==> src/rtl/rst_ctrl_pkg.sv <==
// Shared types for the aux reset-request initiator: FSM state encoding and
// the bit positions of the request cause vector.
package rst_ctrl_pkg;

  typedef enum logic [2:0] {
    S_IDLE,
    S_ASSERT,
    S_WAIT_ASRT,
    S_WAIT_DEASRT,
    S_HOLDOFF
  } aux_state_t;

  localparam int CAUSE_SW  = 0;
  localparam int CAUSE_WDT = 1;

endpackage

==> src/rtl/aux_rst_req_gen_if.sv <==
// Request/feedback/status bundle between the reset-request initiator (slave)
// and the logic that issues requests and watches its status (master).
interface aux_rst_req_gen_if;
  logic       i_sw_req;
  logic       i_wdt_req;
  logic       i_rst_fb;
  logic       i_clr;
  logic       o_aux_rst;
  logic       o_busy;
  logic       o_done;
  logic [1:0] o_cause;
  logic       o_timeout;

  modport master (
    output i_sw_req, i_wdt_req, i_rst_fb, i_clr,
    input  o_aux_rst, o_busy, o_done, o_cause, o_timeout
  );

  modport slave (
    input  i_sw_req, i_wdt_req, i_rst_fb, i_clr,
    output o_aux_rst, o_busy, o_done, o_cause, o_timeout
  );
endinterface

==> src/rtl/fb_sync.sv <==
// DEPTH-stage synchronizer for the reset-controller feedback; reset value is
// chosen by the parent so the chain powers up at the deasserted level.
module fb_sync #(
  parameter int   DEPTH   = 2,
  parameter logic RST_VAL = 1'b0
) (
  input  logic clk,
  input  logic areset,
  input  logic d,
  output logic q
);

  logic [DEPTH-1:0] chain;

  // NOTE: non-blocking assignments keep every stage sampling its neighbour's
  // pre-edge value; blocking here would collapse the chain into one flop.
  always_ff @(posedge clk or posedge areset) begin
    if (areset) chain <= {DEPTH{RST_VAL}};
    else        chain <= {chain[DEPTH-2:0], d};
  end

  assign q = chain[DEPTH-1];

endmodule

==> src/rtl/aux_rst_req_gen.sv <==
// Turns sw/wdt reset requests into a fixed-width aux reset pulse, then checks
// that the controller's staged reset asserts and releases, with timeouts.
module aux_rst_req_gen
  import rst_ctrl_pkg::*;
#(
  parameter logic [7:0]  AUX_LEN     = 8'd4,
  parameter logic [15:0] TIMEOUT_LEN = 16'd1024,
  parameter logic [7:0]  HOLDOFF_LEN = 8'd8,
  parameter logic        FB_POL      = 1'b1,
  parameter logic [2:0]  SYNC_FLOPS  = 3'd2
) (
  input  logic             clk,
  input  logic             areset,
  aux_rst_req_gen_if.slave bus
);

  localparam logic [15:0] AUX_LOAD = {8'd0, AUX_LEN - 8'd1};
  localparam logic [15:0] TO_LOAD  = TIMEOUT_LEN - 16'd1;
  localparam logic [15:0] HO_LOAD  = {8'd0, HOLDOFF_LEN - 8'd1};

  aux_state_t  state, state_nx;
  logic [15:0] cnt, cnt_nx, cnt_dec;
  logic        cnt_zero;
  logic        pend, pend_nx;
  logic [1:0]  pend_cause, pend_cause_nx, cause_nx;
  logic [1:0]  req;
  logic        done_nx, to_set;
  logic        fb_raw, fb_s;

  fb_sync #(
    .DEPTH   (int'(SYNC_FLOPS)),
    .RST_VAL (~FB_POL)
  ) u_fb_sync (
    .clk    (clk),
    .areset (areset),
    .d      (bus.i_rst_fb),
    .q      (fb_raw)
  );

  assign fb_s = fb_raw ~^ FB_POL;

  always_comb begin
    req            = '0;
    req[CAUSE_SW]  = bus.i_sw_req;
    req[CAUSE_WDT] = bus.i_wdt_req;
  end

  // Saturating decrement: the counter parks at zero instead of wrapping.
  assign cnt_zero = (cnt == 16'd0);
  assign cnt_dec  = cnt_zero ? cnt : cnt - 16'd1;

  // NOTE: every variable gets a default before the case so no path leaves
  // one unassigned, which would otherwise infer a latch.
  always_comb begin
    state_nx      = state;
    cnt_nx        = cnt_dec;
    pend_nx       = pend;
    pend_cause_nx = pend_cause;
    cause_nx      = bus.o_cause;
    done_nx       = 1'b0;
    to_set        = 1'b0;

    if (state != S_IDLE && |req) begin
      pend_nx       = 1'b1;
      pend_cause_nx = pend_cause | req;
    end

    unique case (state)
      S_IDLE: begin
        if (|req) begin
          state_nx = S_ASSERT;
          cause_nx = req;
          cnt_nx   = AUX_LOAD;
        end
      end
      S_ASSERT: begin
        if (cnt_zero) begin
          state_nx = S_WAIT_ASRT;
          cnt_nx   = TO_LOAD;
        end
      end
      S_WAIT_ASRT: begin
        if (fb_s) begin
          state_nx = S_WAIT_DEASRT;
          cnt_nx   = TO_LOAD;
        end else if (cnt_zero) begin
          to_set   = 1'b1;
          state_nx = S_HOLDOFF;
          cnt_nx   = HO_LOAD;
        end
      end
      S_WAIT_DEASRT: begin
        if (!fb_s) begin
          done_nx  = 1'b1;
          state_nx = S_HOLDOFF;
          cnt_nx   = HO_LOAD;
        end else if (cnt_zero) begin
          to_set   = 1'b1;
          state_nx = S_HOLDOFF;
          cnt_nx   = HO_LOAD;
        end
      end
      S_HOLDOFF: begin
        // A request arriving on the exit edge is folded into this launch.
        if (cnt_zero) begin
          if (pend || |req) begin
            state_nx      = S_ASSERT;
            cause_nx      = pend_cause | req;
            cnt_nx        = AUX_LOAD;
            pend_nx       = 1'b0;
            pend_cause_nx = 2'b00;
          end else begin
            state_nx = S_IDLE;
          end
        end
      end
      default: state_nx = S_IDLE;
    endcase
  end

  // NOTE: only real control state lives here and all of it is reset; the
  // block must come up idle after power-on regardless of the resets it drives.
  always_ff @(posedge clk or posedge areset) begin
    if (areset) begin
      state         <= S_IDLE;
      cnt           <= 16'd0;
      pend          <= 1'b0;
      pend_cause    <= 2'b00;
      bus.o_aux_rst <= 1'b0;
      bus.o_done    <= 1'b0;
      bus.o_cause   <= 2'b00;
      bus.o_timeout <= 1'b0;
    end else begin
      state         <= state_nx;
      cnt           <= cnt_nx;
      pend          <= pend_nx;
      pend_cause    <= pend_cause_nx;
      bus.o_aux_rst <= (state_nx == S_ASSERT);
      bus.o_done    <= done_nx;
      bus.o_cause   <= cause_nx;
      bus.o_timeout <= to_set | (bus.o_timeout & ~bus.i_clr);
    end
  end

  assign bus.o_busy = (state != S_IDLE);

endmodule
==> src/flat_wrapper.sv <==
// flat-port wrapper written by rule: the top's interface ports become plain ports
module aux_rst_req_gen_flat import rst_ctrl_pkg::*;
#(
  parameter logic [7:0]  AUX_LEN     = 8'd4,
  parameter logic [15:0] TIMEOUT_LEN = 16'd1024,
  parameter logic [7:0]  HOLDOFF_LEN = 8'd8,
  parameter logic        FB_POL      = 1'b1,
  parameter logic [2:0]  SYNC_FLOPS  = 3'd2
)
  (clk, areset, bus_i_sw_req, bus_i_wdt_req, bus_i_rst_fb, bus_i_clr, bus_o_aux_rst, bus_o_busy, bus_o_done, bus_o_cause, bus_o_timeout);
  aux_rst_req_gen_if bus_i ();
  input  logic clk;
  input  logic areset;
  input wire logic [$bits(bus_i.i_sw_req)-1:0] bus_i_sw_req;
  input wire logic [$bits(bus_i.i_wdt_req)-1:0] bus_i_wdt_req;
  input wire logic [$bits(bus_i.i_rst_fb)-1:0] bus_i_rst_fb;
  input wire logic [$bits(bus_i.i_clr)-1:0] bus_i_clr;
  output wire logic [$bits(bus_i.o_aux_rst)-1:0] bus_o_aux_rst;
  output wire logic [$bits(bus_i.o_busy)-1:0] bus_o_busy;
  output wire logic [$bits(bus_i.o_done)-1:0] bus_o_done;
  output wire logic [$bits(bus_i.o_cause)-1:0] bus_o_cause;
  output wire logic [$bits(bus_i.o_timeout)-1:0] bus_o_timeout;
  assign bus_i.i_sw_req = bus_i_sw_req;
  assign bus_i.i_wdt_req = bus_i_wdt_req;
  assign bus_i.i_rst_fb = bus_i_rst_fb;
  assign bus_i.i_clr = bus_i_clr;
  assign bus_o_aux_rst = bus_i.o_aux_rst;
  assign bus_o_busy = bus_i.o_busy;
  assign bus_o_done = bus_i.o_done;
  assign bus_o_cause = bus_i.o_cause;
  assign bus_o_timeout = bus_i.o_timeout;
  aux_rst_req_gen #(.AUX_LEN(AUX_LEN), .TIMEOUT_LEN(TIMEOUT_LEN), .HOLDOFF_LEN(HOLDOFF_LEN), .FB_POL(FB_POL), .SYNC_FLOPS(SYNC_FLOPS)) u_core (.clk(clk), .areset(areset), .bus(bus_i));
endmodule
==> config.mk <==
export PLATFORM = sky130hd
export DESIGN_NAME = aux_rst_req_gen_flat
export DESIGN_NICKNAME = d
export VERILOG_FILES = /design/src/rtl/rst_ctrl_pkg.sv /design/src/rtl/aux_rst_req_gen_if.sv /design/src/rtl/fb_sync.sv /design/src/rtl/aux_rst_req_gen.sv /design/src/flat_wrapper.sv
export SDC_FILE = /design/constraint.sdc
export NUM_CORES = 1
export LEC_CHECK = 0
export CORE_ASPECT_RATIO = 1.5
export CORE_MARGIN = 4
export CORE_UTILIZATION = 61
export CTS_CLUSTER_DIAMETER = 200
export DETAILED_ROUTE_END_ITERATION = 7
export PLACE_DENSITY = 0.83
export REMOVE_ABC_BUFFERS = 1
export SYNTH_ARGS = -nofsm -noshare
export SYNTH_HDL_FRONTEND = slang
export SYNTH_HIERARCHICAL = 1
export SYNTH_SLANG_ARGS = --single-unit
==> constraint.sdc <==
create_clock -name clk -period 4.95 [get_ports clk]
set_clock_uncertainty 0.15 [all_clocks]
set_input_delay 0.99 -clock clk [delete_from_list [all_inputs] [get_ports clk]]
set_output_delay 0.99 -clock clk [all_outputs]
set_load 0.005 [all_outputs]
== After elaboration in Yosys (flattened, before gate mapping) ==
Cells that the tools add are included.

* Eq/ne operators: 8
* Reductions and logical operators: 8
* Bitwise logic cells: 4
* Add/subtract/negate cells: 1
* Multiplexer cells: 35

{| class="wikitable"
|+ Operators with widths
! cell !! count
|-
| $mux 16 || 8
|-
| $pmux 16 s5 || 1
|-
| $mux 3 || 6
|-
| $logic_not 16->1 || 1
|-
| $sub 16x1->16 const B || 1
|-
| $pmux 3 s5 || 1
|-
| $mux 2 || 7
|-
| $mux 1 || 10
|-
| $eq 3x1->1 const B || 2
|-
| $eq 3x2->1 const B || 2
|-
| $ne 2x1->1 const B || 3
|-
| $pmux 2 s2 || 1
|-
| $reduce_and 4->1 || 1
|-
| $eq 3x3->1 const B || 1
|-
| $logic_not 3->1 || 1
|-
| $reduce_bool 3->1 || 1
|-
| $or 2x2->2 || 1
|-
| $pmux 1 s2 || 1
|-
| $reduce_bool 2->1 || 1
|-
| $reduce_or 2->1 || 1
|-
| $and 1x1->1 || 1
|-
| $logic_and 1x1->1 || 1
|-
| $logic_or 1x1->1 || 1
|-
| $not 1->1 || 1
|-
| $or 1x1->1 || 1
|}

* Word-level logic and storage cells: 65
* Bits of input ports: 6
* Flip-flop bits (word level): 29

== Longest topological paths before layout ==
Gate-level depths: netlist of run 1.

* Word-level depth: 6
* Mapped depth: 10
* Gate-level depth less buffers: 10

== Modules after synthesis ==
The synthesis of run 1 kept the hierarchy.

{| class="wikitable"
|+ By module, submodules not included
! module !! times used !! seq. area each (µm²) !! cells each !! area an instance (µm²)
|-
| aux_rst_req_gen || 1 || 675.6 || 187 || 1714.1
|-
| fb_sync || 1 || 50.0 || 3 || 53.8
|}

== Least setup slack after synthesis of run 1 ==
OpenSTA, ideal clock, no wires.

* Path type: flip-flop to flip-flop
* From: register u_core.cnt[10]
* To: register u_core.cnt[0]
* Required time: 4.677 ns
* Arrival time: 2.054 ns
* Setup slack: 2.623 ns
* Cell stages (with the launch flop): 9
* Clock period less this slack: 2.327 ns
* Library setup time: 0.123 ns
* Cell sequence: dfrtp_1 -> or4_2 -> nor3_1 -> nand3_1 -> ha_1 -> a21oi_1 -> a31oi_1 -> o21ai_0 -> nand2_1

* Longest elaborated chain between the ends: 5

{| class="wikitable"
|+ Ends and longest elaborated chain
! item !! line !! text
|-
| start: declaration || aux_rst_req_gen.sv:22 || <nowiki>logic [15:0] cnt, cnt_nx, cnt_dec;</nowiki>
|-
| start signal: assignment || aux_rst_req_gen.sv:135 || <nowiki>cnt <= cnt_nx;</nowiki>
|-
| $logic_not 16->1 * || aux_rst_req_gen.sv:49 || <nowiki>assign cnt_zero = (cnt == 16'd0);</nowiki>
|-
| $mux 16 || aux_rst_req_gen.sv:50 || <nowiki>assign cnt_dec = cnt_zero ? cnt : cnt - 16'd1;</nowiki>
|-
| $mux 16, on equally long branches || aux_rst_req_gen.sv:106, aux_rst_req_gen.sv:86, aux_rst_req_gen.sv:97 ||
|-
| $mux 16, on equally long branches || aux_rst_req_gen.sv:105, aux_rst_req_gen.sv:83, aux_rst_req_gen.sv:93 ||
|-
| $pmux 16 s5 * || aux_rst_req_gen.sv:68 || <nowiki>unique case (state)</nowiki>
|-
| net u_core.cnt_nx[0] || aux_rst_req_gen.sv:22 ||
|}

Mark *: on every way through the listed nets, which the timed path passes. The rest lies on a longest branch.
A chain may end at the register's enable or synchronous reset.

== Worst setup path after layout of run 1 ==
* From: register u_core.state[0]
* To: output port bus_o_busy

* Longest elaborated chain between the ends: 1

{| class="wikitable"
|+ Ends and longest elaborated chain
! item !! line !! text
|-
| start: declaration || aux_rst_req_gen.sv:21 || <nowiki>aux_state_t state, state_nx;</nowiki>
|-
| start signal: assignment || aux_rst_req_gen.sv:134 || <nowiki>state <= state_nx;</nowiki>
|-
| $reduce_bool 3->1 || aux_rst_req_gen.sv:145 || <nowiki>assign bus.o_busy = (state != S_IDLE);</nowiki>
|-
| end: declaration || flat_wrapper.sv:19 || <nowiki>output wire logic [$bits(bus_i.o_busy)-1:0] bus_o_busy;</nowiki>
|}

Every way passes these cells.

==> summary.txt, run 1 <==
Outcome
  • Outcome: finished clean

Global route
  • Initial antenna violation count: 0
  • Total global-route track usage: ~25%
  • Largest net degree at the start of global routing: 28
  • First-pass GRT wire length: 7.00 mm
  • Number of global-route vias before repair: roughly 1600
  • Grt ovf: 0

Yosys
  • Yosys top cell area share: 41.0%
  • Syn Area/Cell: 9.30 µm²
  • Top cells by count, synth: dfrtp_1 (29), nor2_1 (24), a21oi_1 (20)
  • Ys flop type: dfrtp_1
  • Top cells by area, synth: dfrtp_1 (41%), a21oi_1 (5.7%), nor2_1 (5.1%)
  • Synthesized area: 0.00177 mm²
  • Sequential-to-total area share from yosys stat: about two fifths
  • Synth async-reset ratio: 100%
  • Yosys reg bits: 29
  • Most frequent cell after synthesis: dfrtp_1
  • Yosys warns: 6
  • Post-synthesis cell count: 190
  • Yosys top cell by area: dfrtp_1
  • Number of flops mapped to enable cells by yosys: 0
  • Distinct cells, synth: 49

Layout
  • Post-route cell area: ~0.0020 mm²
  • Finished Core Util: between 70% and 80%
  • Area grow syn2layout: 11.5%
  • Proportion of layout cells with a drive suffix above 1: slightly below 9%
  • Antenna cell count: 0
  • Final #Nets: 210

Route
  • # DRC: 0
  • Top Metal Used: met4
  • Initial DRC Count: 79
  • Wire per inst: ~17 µm
  • Met1 Wirelength: between 1 and 1.5 mm
  • Vias per cell: ~6.4
  • Vias: 1535
  • Pre-antenna DRT Iters: 5
  • Met3 wire length: 173 µm
  • Antenna viol nets, final: 0
  • Drt total wl: just over 4 mm
  • WL met2: approximately 2.3 mm

Setup path
  • Critical-path top delay cell: dfrtp_1
  • Reg2Reg Setup Slack: roughly 2.3 ns
  • CP bufs+invs: 1
  • Critical path data required time: 3.81 ns
  • CP Class: reg2out
  • Slowest Stage Delay on Critical Path: approximately 0.57 ns
  • Launch point of the worst reg-to-reg path: u_core/cnt[10]$_DFF_PP0_
  • Reg2Reg Depth: 8
  • Crit path arrival time: approximately 2.0 ns
  • Worst setup EP type: primary output
  • CP delay by family, top: simple AND/OR/NAND/NOR gates
  • Startpoint types: register
  • R2R Path End: u_core/cnt[0]$_DFF_PP0_
  • Cells along the critical path: nor2_1, nand2_1, clkdlybuf4s50_1
  • Crit. path cell count: 3
  • Crit Path Max Fanout: 14

Pwr
  • Int Pwr: just over 0.7 mW
  • Power Density: between 600 and 700 mW/mm²
  • Leakage power: 0.804 nW
  • Clock Power Share: 14.3%
  • Combinational Power Share: 52.0%
  • Design Power: ~1.3 mW
  • Switching Share: around 45%
  • Sequential share of power: 33.7%
  • Sw power: ~0.6 mW
  • Peak VDD IR: 0.433 mV

CTS
  • Worst skew pair latency: 0.28 ns
  • CTS tree: done
  • H-Tree Depth: 2
  • Clk buf depth: 2
  • CTS Sinks: 29
  • Clk pin slew, worst setup/hold paths: around 0.060 ns
  • # Post-CTS Setup Buffers: 0
  • Post-CTS sizing: 0
  • CTS Buf Count: 5
  • Hold Buf Count CTS: 0
  • Clock root buffer: clkbuf_8

Timing
  • Final setup viols: 0
  • Least-Margin Pin Slew: about 1.0 ns
  • Min cycle time layout: between 3 and 4 ns
  • Hold_ws: 0.214 ns
  • Unrepaired setup endpoints after global routing: false
  • Relative slew slack: between 20 and 30%
  • Period utilization: a little over three fifths
  • Final Hold Viols: 0
  • Setup TNS: 0 ns
  • Fmax: 320 MHz
  • Max Slew Vio Count: 0

Placement
  • Routability cong.: about 0.95
  • Placed Area: between 0.0015 and 0.002 mm²
  • Hpwl dp: 3.00 mm
  • Port bufs: 11

Floorplan
  • Die Span Y: 73.9 µm
  • Site row count: 23
  • Core Region: roughly 0.0027 mm²
  • Initial core utilization: roughly 65%
  • IO Count: 12
  • Die ar.: approximately 0.0038 mm²
  • Die width: 52.0 µm

Hold path
  • Min-Delay Endpoint: u_core/u_fb_sync/chain[1]$_DFF_PP0_
  • Hold crit path type: reg2reg
  • Hold Crit Depth: 0
  • Hold_sp: u_core/u_fb_sync/chain[0]$_DFF_PP0_

Flow run
  • Max-cap violations: 0
-- kinds of logic (layout without fill, tap and decap cells) --
logic type / count (synthesis) / in the layout / share of synthesized area (%)
AO/OA/AOI/OAI: 53 / 53 / 20.4
XOR/XNOR: 11 / 11 / 5.45
adder cells (fa/ha/maj): 3 / 3 / 2.05
buffers and inverters: 16 / 29 / 4.03
flip-flops: 29 / 29 / 41.0
multiplexers: 4 / 4 / 2.26
AND/OR/NAND/NOR: 74 / 74 / 24.8
-- power groups by stage --
stage	clock [mW]	combinational (mW)	sequential, mW
detailed placement	0	0.663	0.438
CTS	0.190	0.672	0.433
global route	0.203	0.751	0.449
floorplan	0	0.505	0.409
global placement	0	0.640	0.431
finish	0.184	0.672	0.435
-- sequential cells by signal, summed over array words and instances, names as in the netlist --
register and cells:
u_core/bus.o_aux_rst 1, u_core/u_fb_sync/chain 2, u_core/cnt 16, u_core/pend_cause 2
u_core/bus.o_done 1, u_core/pend 1, u_core/bus.o_cause 2, u_core/state 3
u_core/bus.o_timeout 1
-- worst max-delay path by stage --
stage,startpoint,to
detailed placement,bus_i_wdt_req,u_core/cnt[8]$_DFF_PP0_
global route,u_core/state[0]$_DFF_PP0_,bus_o_busy
global placement,bus_i_wdt_req,u_core/cnt[8]$_DFF_PP0_
finish,u_core/state[0]$_DFF_PP0_,bus_o_busy
floorplan,u_core/cnt[10]$_DFF_PP0_,u_core/cnt[0]$_DFF_PP0_
CTS,u_core/state[0]$_DFF_PP0_,bus_o_busy
-- routing by layer --
metal / vias up / global-route usage [%]
met5: - / 0
met4: 0 / 17.2
met3: 20 / 5.61
met2: 54 / 44.5
met1: 750 / 24.6
li1: 711 / -
-- stage by stage --
step	cells	setup WS, ns
finish	240	1.83
global route	240	1.73
CTS	240	1.86
detailed placement	232	1.97
global placement	232	2.10
floorplan	184	2.62
-- cell type report --
class / count / area, µm²
multi-input combinational: 145 / 971
fill: 221 / 763
sequential: 29 / 726
timing repair buffer: 11 / 110
clock buffer: 8 / 80.1
tap: 37 / 46.3
inverter: 10 / 37.5
-- cells in the final DEF (no fill, tap or decap), types with 2 or more instances in the layout --
cell             netlist  layout
a21oi_1               20      20
clkbuf_1               3       3
clkbuf_8               0       5
clkdlybuf4s50_1        0      11
dfrtp_1               29      29
ha_1                   2       2
inv_1                 10      10
mux2i_1                4       4
nand2_1               11      11
nand3_1                5       5
nor2_1                24      24
nor2b_1                3       3
nor3_1                11      11
nor4_1                 2       2
nor4_4                 3       3
o2111ai_1              2       2
o21ai_0               12      12
o22ai_1                2       2
o31ai_1                2       2
or3_1                  4       4
xnor2_1                5       5
xor2_1                 6       6
No activity file was read; power rests on OpenSTA's default activity.
==> inputs of run 2 (changes only) <==
--- a/config.mk
+++ b/config.mk
@@ -7,10 +7,10 @@
 export LEC_CHECK = 0
 export CORE_ASPECT_RATIO = 1.5
 export CORE_MARGIN = 4
-export CORE_UTILIZATION = 61
+export CORE_UTILIZATION = 52
 export CTS_CLUSTER_DIAMETER = 200
 export DETAILED_ROUTE_END_ITERATION = 7
-export PLACE_DENSITY = 0.83
+export PLACE_DENSITY = 0.75
 export REMOVE_ABC_BUFFERS = 1
 export SYNTH_ARGS = -nofsm -noshare
 export SYNTH_HDL_FRONTEND = slang
==> constraint.sdc (replaced) <==
create_clock -name clk -period 2.8 [get_ports clk]
set_clock_uncertainty 0.15 [all_clocks]
set_input_delay 0.56 -clock clk [delete_from_list [all_inputs] [get_ports clk]]
set_output_delay 0.56 -clock clk [all_outputs]
set_load 0.005 [all_outputs]
==> summary.txt, run 2 (synthesized netlist as in run 1, its figures left out) <==
Outcome
  • Outcome: finished clean (unchanged)

Layout
  • Antenna cell count: 0 (unchanged)
  • Area grow syn2layout: 14.6% (was 11.5%)
  • Most frequent cells in the layout: dfrtp_1 (29), nor2_1 (24), a21oi_1 (20) (unchanged)
  • Proportion of layout cells with a drive suffix above 1: 12.6% (was 8.87%)
  • Post-route cell area: 0.00203 mm² (was 0.00197 mm²)
  • Largest register FFs: 16 (unchanged)
  • # fillers: 277 (was 221)
  • Top flop regs: u_core/cnt (16), u_core/state (3) (unchanged)
  • Final #Nets: 215 (was 210)
  • Reg with most FFs: u_core/cnt (unchanged)
  • Most common cell after layout, fill and taps aside: dfrtp_1 (unchanged)

Setup path
  • CP delay by family, top: simple AND/OR/NAND/NOR gates (unchanged)
  • Startpoint types: register (unchanged)
  • Critical-path top delay cell: or4_2 (was dfrtp_1)
  • CP bufs+invs: 0 (was 1)
  • Critical path data required time: 2.81 ns (was 3.81 ns)
  • Crit Path Max Fanout: 6 (was 14)
  • Crit path arrival time: 2.58 ns (was 1.98 ns)
  • Reg2Reg Depth: 8 (unchanged)
  • Cells along the critical path: or4_2, nor3_2, nand3_1, ha_1, a21oi_1, a31oi_1, o21ai_0, nand2_1 (was nor2_1, nand2_1, clkdlybuf4s50_1)
  • Crit. path cell count: 8 (was 3)
  • Worst setup EP type: register (was primary output)
  • Slowest Stage Delay on Critical Path: 0.75 ns (was 0.57 ns)
  • CP Class: reg2reg (was reg2out)

Route
  • Antenna viol nets, final: 0 (unchanged)
  • Initial DRC Count: 50 (was 79)
  • # DRC: 0 (unchanged)
  • Vias: 1534 (was 1535)
  • Pre-antenna DRT Iters: 4 (was 5)
  • Wire per inst: 16.7 µm (was 17.1 µm)
  • Vias per cell: 6.21 (was 6.40)
  • Drt total wl: 4.14 mm (was 4.10 mm)

Pwr
  • Int Pwr: 1.30 mW (was 0.705 mW)
  • Combinational Power Share: 55.4% (was 52.0%)
  • Switching Share: 44.9% (was 45.5%)
  • Clock Power Share: 14.8% (was 14.3%)
  • Design Power: 2.35 mW (was 1.29 mW)
  • Leakage power: 0.835 nW (was 0.804 nW)
  • Power Density: 1160 mW/mm² (was 656 mW/mm²)
  • Sequential share of power: 29.8% (was 33.7%)
  • Sw power: 1.05 mW (was 0.587 mW)
  • Peak VDD IR: 0.691 mV (was 0.433 mV)

Timing
  • Period utilization: between 90 and 100%
  • Max Slew Vio Count: 0 (unchanged)
  • Fmax: between 300 and 400 MHz
  • Relative slew slack: 65.6% (was 30.0%)
  • Unrepaired setup endpoints after global routing: false (unchanged)
  • Final setup viols: 0 (unchanged)
  • Final Hold Viols: 0 (unchanged)
  • Min cycle time layout: about 2.6 ns
  • Final setup margin: 0.232 ns (was 1.83 ns)
  • Least-Margin Pin Slew: 0.512 ns (was 1.05 ns)
  • Setup TNS: 0 ns (unchanged)
  • Hold_ws: 0.201 ns (was 0.214 ns)

Placement
  • Routability cong.: 0.920 (was 0.946)
  • Place WS: 0.199 ns (was 1.97 ns)
  • Port bufs: 11 (unchanged)
  • Placed Area: 0.00193 mm² (was 0.00189 mm²)
  • Hpwl dp: 3.10 mm (was 3.00 mm)

CTS
  • CTS tree: done (unchanged)
  • Clock root buffer: clkbuf_8 (unchanged)
  • Clk buf depth: 2 (unchanged)
  • H-Tree Depth: 2 (unchanged)
  • CTS Sinks: 29 (unchanged)
  • Worst skew pair latency: 0.28 ns (about the same)
  • Clk pin slew, worst setup/hold paths: 0.06 ns (about the same)
  • CTS Buf Count: 5 (unchanged)

Floorplan
  • Site row count: 25 (was 23)
  • Die width: 55.6 µm (was 52.0 µm)
  • Core Region: 0.00322 mm² (was 0.00273 mm²)
  • IO Count: 12 (unchanged)
  • Die ar.: 0.00442 mm² (was 0.00384 mm²)
  • Die Span Y: 79.4 µm (was 73.9 µm)
  • Initial core utilization: 54.9% (was 64.7%)

Global route
  • Initial antenna violation count: 0 (unchanged)
  • Grt ovf: 0 (unchanged)
  • Largest net degree at the start of global routing: 28 (unchanged)
  • First-pass GRT wire length: 7.33 mm (was 7.00 mm)
  • Total global-route track usage: 21.3% (was 24.8%)
  • Number of global-route vias before repair: 1569 (was 1620)

Hold path
  • Hold crit path type: reg2reg (unchanged)
  • Hold Crit Depth: 0 (unchanged)

Flow run
  • Max-cap violations: 0 (unchanged)
run 2: cell count changes in the layout (fill, tap and decap cells not counted), sizes merged:
| cell | before | now |
|---|---|---|
| buf | 0 | 5 |
| clkbuf | 8 | 6 |
| clkinvlp | 0 | 1 |
run 2: worst register-to-register path: stages (launching register included):
cell and delay (ns):
dfrtp_1 0.46, or4_2 0.75, nor3_2 0.18, nand3_1 0.19
ha_1 0.34, a21oi_1 0.13, a31oi_1 0.05, o21ai_0 0.10
nand2_1 0.09
run 2: final cells by class:
| type | instances | area (µm²) | area share [%] |
|---|---|---|---|
| flip-flops and latches | 29 | 726 | 35.8 |
| clock buffers | 6 | 82.6 | 4.07 |
| repair buffers | 16 | 148 | 7.28 |
| multi-input cells | 145 | 976 | 48.1 |
| clock inverters | 1 | 7.51 | 0.370 |
| inverters | 10 | 37.5 | 1.85 |
| well taps | 40 | 50.0 | 2.47 |
run 2: timing repair:
item	in CTS	in global routing
buffers inserted	0	0
endpoints found under the setup margin	0	1
endpoints found under the hold margin	0	0
hold buffers	0	0
gates resized for setup	0	1
run 2: per-layer routing:
layer / wire [µm] / GRT usage, % / vias up
met4: 97 / 9.00 / 0
met5: 0 / 0 / -
met3: 176 / 4.53 / 13
met2: 2360 / 41.5 / 54
li1: - / - / 720
met1: 1510 / 21.2 / 747
run 2: final timing paths:
check	startpoint	to	slack (ns)
max in group asynchronous	areset	u_core/cnt[5]$_DFF_PP0_	1.69
hold / removal	u_core/u_fb_sync/chain[0]$_DFF_PP0_	u_core/u_fb_sync/chain[1]$_DFF_PP0_	0.20
hold reg to reg	u_core/u_fb_sync/chain[0]$_DFF_PP0_	u_core/u_fb_sync/chain[1]$_DFF_PP0_	0.20
min in group asynchronous	areset	u_core/u_fb_sync/chain[0]$_DFF_PP0_	0.32
setup reg to reg	u_core/cnt[10]$_DFF_PP0_	u_core/cnt[0]$_DFF_PP0_	0.23
setup / recovery	u_core/cnt[10]$_DFF_PP0_	u_core/cnt[0]$_DFF_PP0_	0.23
run 2: power groups by stage:
stage	Combinational, mW	Clock [mW]	Sequential, mW
floorplan	0.893	0	0.723
global placement	1.24	0	0.694
detailed placement	1.28	0	0.704
CTS	1.29	0.359	0.698
global route	1.46	0.383	0.721
finish	1.30	0.349	0.699
run 2: stage by stage:
stage               util [%]  instances
floorplan                  -        184
global placement        60.0        240
detailed placement      60.0        240
CTS                     62.8        247
global route            62.9        247
finish                  62.9        247
==> inputs of run 3 (changes only) <==
--- a/config.mk
+++ b/config.mk
@@ -8,6 +8,7 @@
 export CORE_ASPECT_RATIO = 1.5
 export CORE_MARGIN = 4
 export CORE_UTILIZATION = 52
+export CTS_BUF_LIST = sky130_fd_sc_hd__clkbuf_8 sky130_fd_sc_hd__clkbuf_16
 export CTS_CLUSTER_DIAMETER = 200
 export DETAILED_ROUTE_END_ITERATION = 7
 export PLACE_DENSITY = 0.75
==> results of run 3 <==
No change in the layout: final DEF, timing and power equal those of run 2.
